===== config.mk =====
export PLATFORM = sky130hd
export DESIGN_NAME = fir_serial_mac
export DESIGN_NICKNAME = d
export VERILOG_FILES = /design/src/rtl/fir_serial_mac_pkg.sv /design/src/rtl/fir_round_sat.sv /design/src/rtl/fir_serial_mac.sv
export SDC_FILE = /design/constraint.sdc
export NUM_CORES = 1
export LEC_CHECK = 0
export CORE_MARGIN = 2
export CORE_UTILIZATION = 45
export CTS_BUF_LIST = sky130_fd_sc_hd__clkbuf_4 sky130_fd_sc_hd__clkbuf_8
export DETAILED_ROUTE_END_ITERATION = 10
export GPL_ROUTABILITY_DRIVEN = 0
export PLACE_DENSITY = 0.64
export SYNTH_ARGS = -nofsm -noshare
export SYNTH_HDL_FRONTEND = slang
export SYNTH_SLANG_ARGS = --single-unit
export TNS_END_PERCENT = 5

===== constraint.sdc =====
create_clock -name clk -period 10.01 [get_ports clk]
set_input_delay 1.001 -clock clk [delete_from_list [all_inputs] [get_ports clk]]
set_output_delay 1.001 -clock clk [all_outputs]
set_load 0.1 [all_outputs]

===== src/rtl/fir_serial_mac_pkg.sv =====
// Shared widths, FSM encoding and output rounding/saturation for the serial-MAC FIR family.
package fir_serial_mac_pkg;

   localparam int SAMPLE_W = 12;
   localparam int COEF_W   = 12;
   localparam int PROD_W   = 24;
   localparam int ACC_W    = 27;
   localparam int OUT_W    = 22;
   localparam int NTAPS    = 5;
   localparam int SHIFT    = 3;

   localparam logic signed [ACC_W-1:0] SAT_HI = ACC_W'((1 <<< (OUT_W-1)) - 1);
   localparam logic signed [ACC_W-1:0] SAT_LO = ACC_W'(-(1 <<< (OUT_W-1)));

   typedef enum logic [1:0] {
      IDLE = 2'd0,
      MAC  = 2'd1,
      OUT  = 2'd2
   } state_t;

   // 27-bit Q.21 accumulator to 22-bit Q.18: drop SHIFT bits, round half up, clamp.
   function automatic logic [OUT_W-1:0] round_sat(input logic signed [ACC_W-1:0] a);
      logic signed [ACC_W-1:0] sh;
      logic signed [ACC_W-1:0] rb;
      logic signed [ACC_W-1:0] r;
      sh    = a >>> SHIFT;
      rb    = '0;
      rb[0] = a[SHIFT-1];
      r     = sh + rb;
      if (r > SAT_HI)
         return SAT_HI[OUT_W-1:0];
      else if (r < SAT_LO)
         return SAT_LO[OUT_W-1:0];
      else
         return r[OUT_W-1:0];
   endfunction

endpackage


===== src/rtl/fir_round_sat.sv =====
// Combinational round-half-up and saturate from the wide accumulator to the output format.
module fir_round_sat
   import fir_serial_mac_pkg::*;
(
   input  logic [ACC_W-1:0] acc,
   output logic [OUT_W-1:0] res
);

   assign res = round_sat($signed(acc));

endmodule


===== src/rtl/fir_serial_mac.sv =====
// Five-tap FIR with one shared multiplier stepping through the taps; one result per accepted sample.
// Ready/valid on both sides; the coefficient bank and delay line live here.
module fir_serial_mac
   import fir_serial_mac_pkg::*;
#(
   parameter logic [COEF_W-1:0] COEF0 = 12'h400,
   parameter logic [COEF_W-1:0] COEF1 = 12'h000,
   parameter logic [COEF_W-1:0] COEF2 = 12'h000,
   parameter logic [COEF_W-1:0] COEF3 = 12'h000,
   parameter logic [COEF_W-1:0] COEF4 = 12'h000
)
(
   input  logic                clk,
   input  logic                rstn,
   input  logic [SAMPLE_W-1:0] in_data,
   input  logic                in_valid,
   output logic                in_ready,
   output logic [OUT_W-1:0]    out_data,
   output logic                out_valid,
   input  logic                out_ready,
   input  logic                coef_we,
   input  logic [2:0]          coef_addr,
   input  logic [COEF_W-1:0]   coef_data,
   output logic                coef_err
);

   state_t                      state;
   logic [2:0]                  idx;
   logic signed [ACC_W-1:0]     acc;
   logic signed [ACC_W-1:0]     acc_next;
   logic signed [SAMPLE_W-1:0]  dly  [NTAPS];
   logic signed [COEF_W-1:0]    coef [NTAPS];
   logic signed [SAMPLE_W-1:0]  d_sel;
   logic signed [COEF_W-1:0]    c_sel;
   logic signed [PROD_W-1:0]    prod;
   logic [OUT_W-1:0]            rs;
   logic                        wr_ok;

   // Writes only land while idle, so a running sum never mixes old and new taps.
   assign wr_ok = coef_we && (state == IDLE) && (coef_addr <= 3'd4);

   always_comb begin
      d_sel = '0;
      c_sel = '0;
      for (int k = 0; k < NTAPS; k++) begin
         if (idx == 3'(k)) begin
            d_sel = dly[k];
            c_sel = coef[k];
         end
      end
   end

   assign prod     = d_sel * c_sel;
   assign acc_next = acc + {{(ACC_W-PROD_W){prod[PROD_W-1]}}, prod};

   // The last product is folded in before rounding, so the result is ready on the idx=4 edge.
   fir_round_sat u_round_sat (
      .acc (acc_next),
      .res (rs)
   );

   always_ff @(posedge clk) begin
      if (!rstn) begin
         state     <= IDLE;
         idx       <= '0;
         acc       <= '0;
         in_ready  <= 1'b1;
         out_valid <= 1'b0;
         out_data  <= '0;
         coef_err  <= 1'b0;
         for (int k = 0; k < NTAPS; k++)
            dly[k] <= '0;
         coef[0] <= COEF0;
         coef[1] <= COEF1;
         coef[2] <= COEF2;
         coef[3] <= COEF3;
         coef[4] <= COEF4;
      end else begin
         coef_err <= coef_we && !wr_ok;
         if (wr_ok) begin
            for (int k = 0; k < NTAPS; k++)
               if (coef_addr == 3'(k))
                  coef[k] <= coef_data;
         end

         case (state)
            IDLE: begin
               if (in_valid) begin
                  dly[0] <= in_data;
                  for (int k = 1; k < NTAPS; k++)
                     dly[k] <= dly[k-1];
                  acc      <= '0;
                  idx      <= '0;
                  in_ready <= 1'b0;
                  state    <= MAC;
               end
            end
            MAC: begin
               acc <= acc_next;
               idx <= idx + 3'd1;
               if (idx == 3'(NTAPS-1)) begin
                  out_data  <= rs;
                  out_valid <= 1'b1;
                  state     <= OUT;
               end
            end
            OUT: begin
               if (out_ready) begin
                  out_valid <= 1'b0;
                  in_ready  <= 1'b1;
                  state     <= IDLE;
               end
            end
            default: begin
               state     <= IDLE;
               in_ready  <= 1'b1;
               out_valid <= 1'b0;
            end
         endcase
      end
   end

endmodule


==> summary.md <==
| Metric | Value |
|---|---|
| Status | `finished clean` |
| Clock-pin slew on the worst setup and hold paths | `roughly 0.090 ns` |
| Final Setup Violations | `0` |
| # diodes | `0` |
| Area grow syn2layout | `12.10%` |
| Critical path capture point type | `register` |
| Top post-synthesis cells by area | `edfxtp_1 (25%), fa_1 (19%), dfxtp_1 (7.8%)` |
| Synthesized instance count | `between 1,500 and 2,000` |
| Largest net degree at the start of global routing | `between 60 and 70` |
| Worst min path class | `register to register` |
| Port buffer count | `56` |
| Yosys top cell by area | `edfxtp_1` |
| Io pins | `between 50 and 60` |
| Synth top cells by count | `inv_1 (197), nand2_1 (157), fa_1 (139)` |
| Syn Std Cell Area | `14,600 um2` |
| Crit. Startpoint | `idx[1]$_SDFFE_PN0P_` |
| Initial antenna violation count | `0` |
| Critical path's slowest cell | `or4b_1` |
| GRT Total Usage | `roughly a fifth` |
| Flops & latches, synth | `approximately 180` |
| Slew at the pin closest to its max-slew limit | `approximately 1.3 ns` |
| Overflow after GRT | `0` |
| Dominant synthesized flop cell | `edfxtp_1` |
| Post-detailed-route wirelength per cell | `between 15 and 20 um` |
| Placed cells | `1,968` |
| Die ar. | `around 34,000 um2` |
| Share of layout cells above drive strength 1 | `under 10%` |
| Hold_buf cts | `0` |
| Post-synth ARST share | `0%` |
| Setup ws final | `roughly 0.55 ns` |
| Worst endpoint required time | `about 10 ns` |
| Most frequent cell after synthesis | `inv_1` |
| YS warnings | `0` |
| Util after Layout | `between 50% and 60%` |
| Antenna viol nets, final | `0` |
| Sequential cell area | `about 4700 um2` |
| Final hold vios | `0` |
| Vias per cell | `about 5.4` |
| Nets | `1,845` |
| CP startpoint kind | `register` |
| Width of the die | `approximately 180 um` |
| Final period utilization | `94.54%` |
| CTS tree | `done` |
| Site row count | `between 60 and 70` |
| Number of max-cap violations | `0` |
| First-pass GRT wire length | `around 53,000 um` |
| Post-Syn Nets | `between 1,500 and 2,000` |
| Synthesized area per cell | `9.570 um2` |
| Non-Filler Instances | `around 2,000` |
| Setup CP Type | `register to register` |
| Clock tree sinks | `177` |
| Crit path DAT | `9.89 ns` |
| Fin crit period | `9.463 ns` |
| Initial core utilization | `a little under half` |
| Htree depth | `4` |
| WP buf/inv | `9` |
| Worst hold start | `out_data[0]$_SDFFE_PN0P_` |
| Largest delay share family, worst path | `adder cells` |
| Worst Clk Skew | `around 0.019 ns` |
| Post-DP HPWL | `roughly 24,000 um` |
| Sequential area share after synthesis | `roughly a third` |
| Setup WS pre-CTS | `approximately 0.16 ns` |
| Worst slew margin | `14.12%` |
| Achievable Freq | `between 100 and 150 MHz` |
| Remaining DRCs | `0` |
| Multi-input logic area | `approximately 8900 um2` |
| CTS root buf | `clkbuf_8` |
| Worst-path maximum fanout | `24` |
| Core footprint | `roughly 32,000 um2` |
| DR vias | `between 10,000 and 15,000` |
| Synth top area share | `24.67%` |
| RR Startpoint | `idx[1]$_SDFFE_PN0P_` |
| Slew Limit Fails | `0` |
| Vias in the first global route | `10,765` |
| Die Span Y | `approximately 180 um` |
| CP peak stage delay | `0.55 ns` |
| Clk buf depth | `2` |
| Iteration-0 DRC Markers | `between 600 and 700` |
| Count of cell types in the netlist | `a little under 70` |
| Number of synthesized flops with an enable pin | `120` |
| CTS buffer count | `17` |
| Clk_lat worst skew | `around 0.51 ns` |
| DRT Pass-1 Iters | `5` |
| DRT Wirelength | `about 32,000 um` |
| FILL cells | `between 2,000 and 3,000` |
[routing by layer]
metal	part of all wire [%]	GRT usage, %	vias up
met2	49	33.43	199
li1	-	-	5212
met5	0	0	-
met4	1.9	5.760	0
met3	4.0	3.991	42
met1	45	25.40	5328
[cell families (layout without fill, tap and decap cells)]
kind of cell | after synthesis | in the layout | synth area share (%)
buffers and inverters | 269 | 345 | 7.094
flip-flops | 177 | 177 | 32.49
AO/OA/AOI/OAI | 294 | 294 | 13.88
adder cells (fa/ha/maj) | 224 | 224 | 26.34
AND/OR/NAND/NOR | 494 | 494 | 16.06
XOR/XNOR | 67 | 67 | 4.070
multiplexers | 1 | 1 | 0.06854
[per-stage QoR]
stage	instance area (um2)	hold WS, ns	TNS [ns]
finish	16370	0.4563	0
global route	16370	0.4717	-0.01943
CTS	16230	0.4647	0
detailed placement	15880	0.4516	0
global placement	15880	0.4393	0
floorplan	14600	0.4611	0
[flip-flops by register name, summed over array words and instances (netlist names)]
name and count:
acc 27, coef 60, coef_err 1, dly 60
idx 3, in_ready 1, out_data 22, out_valid 1
state 2
[what timing repair did]
action                                  in CTS  in global routing
gates resized for setup                      0                 25
hold endpoints to repair                     0                  0
endpoints found under the setup margin       0                 22
buffers inserted                             0                  4
[layout make-up]
type | count | share of cell area [%]
repair buffers | 116 | 6.703
clock inverters | 14 | 0.6649
clock buffers | 18 | 1.475
inverters | 197 | 4.517
well taps | 402 | 3.072
multi-input cells | 1080 | 54.59
flip-flops and latches | 177 | 28.98
[placed cells by master (no fill, tap or decap), types with 41 or more instances in the layout]
cell type	instances
and2_1	101
clkdlybuf4s50_1	56
a21oi_1	79
dfxtp_1	57
a22oi_1	50
nor2_1	136
buf_4	51
ha_1	85
xnor2_1	41
inv_1	197
fa_1	138
nand2_1	156
edfxtp_1	120
[worst min-delay path, cell delays in order, from the launching register on]
cell     delay, ns
dfxtp_1       0.32
nand2_1       0.05
o21ai_1       0.05
[path summary, 6_finish.rpt]
check	slack [ns]	cells after the start	to
setup / recovery	0.55	41	out_data[7]$_SDFFE_PN0P_
hold / removal	0.46	2	out_data[0]$_SDFFE_PN0P_
setup reg to reg	0.55	41	out_data[7]$_SDFFE_PN0P_
hold reg to reg	0.46	2	out_data[0]$_SDFFE_PN0P_
Power is left out: the tool's default activity adds up to more than one toggle a clock period on the data nets, which glitch-free logic cannot reach.
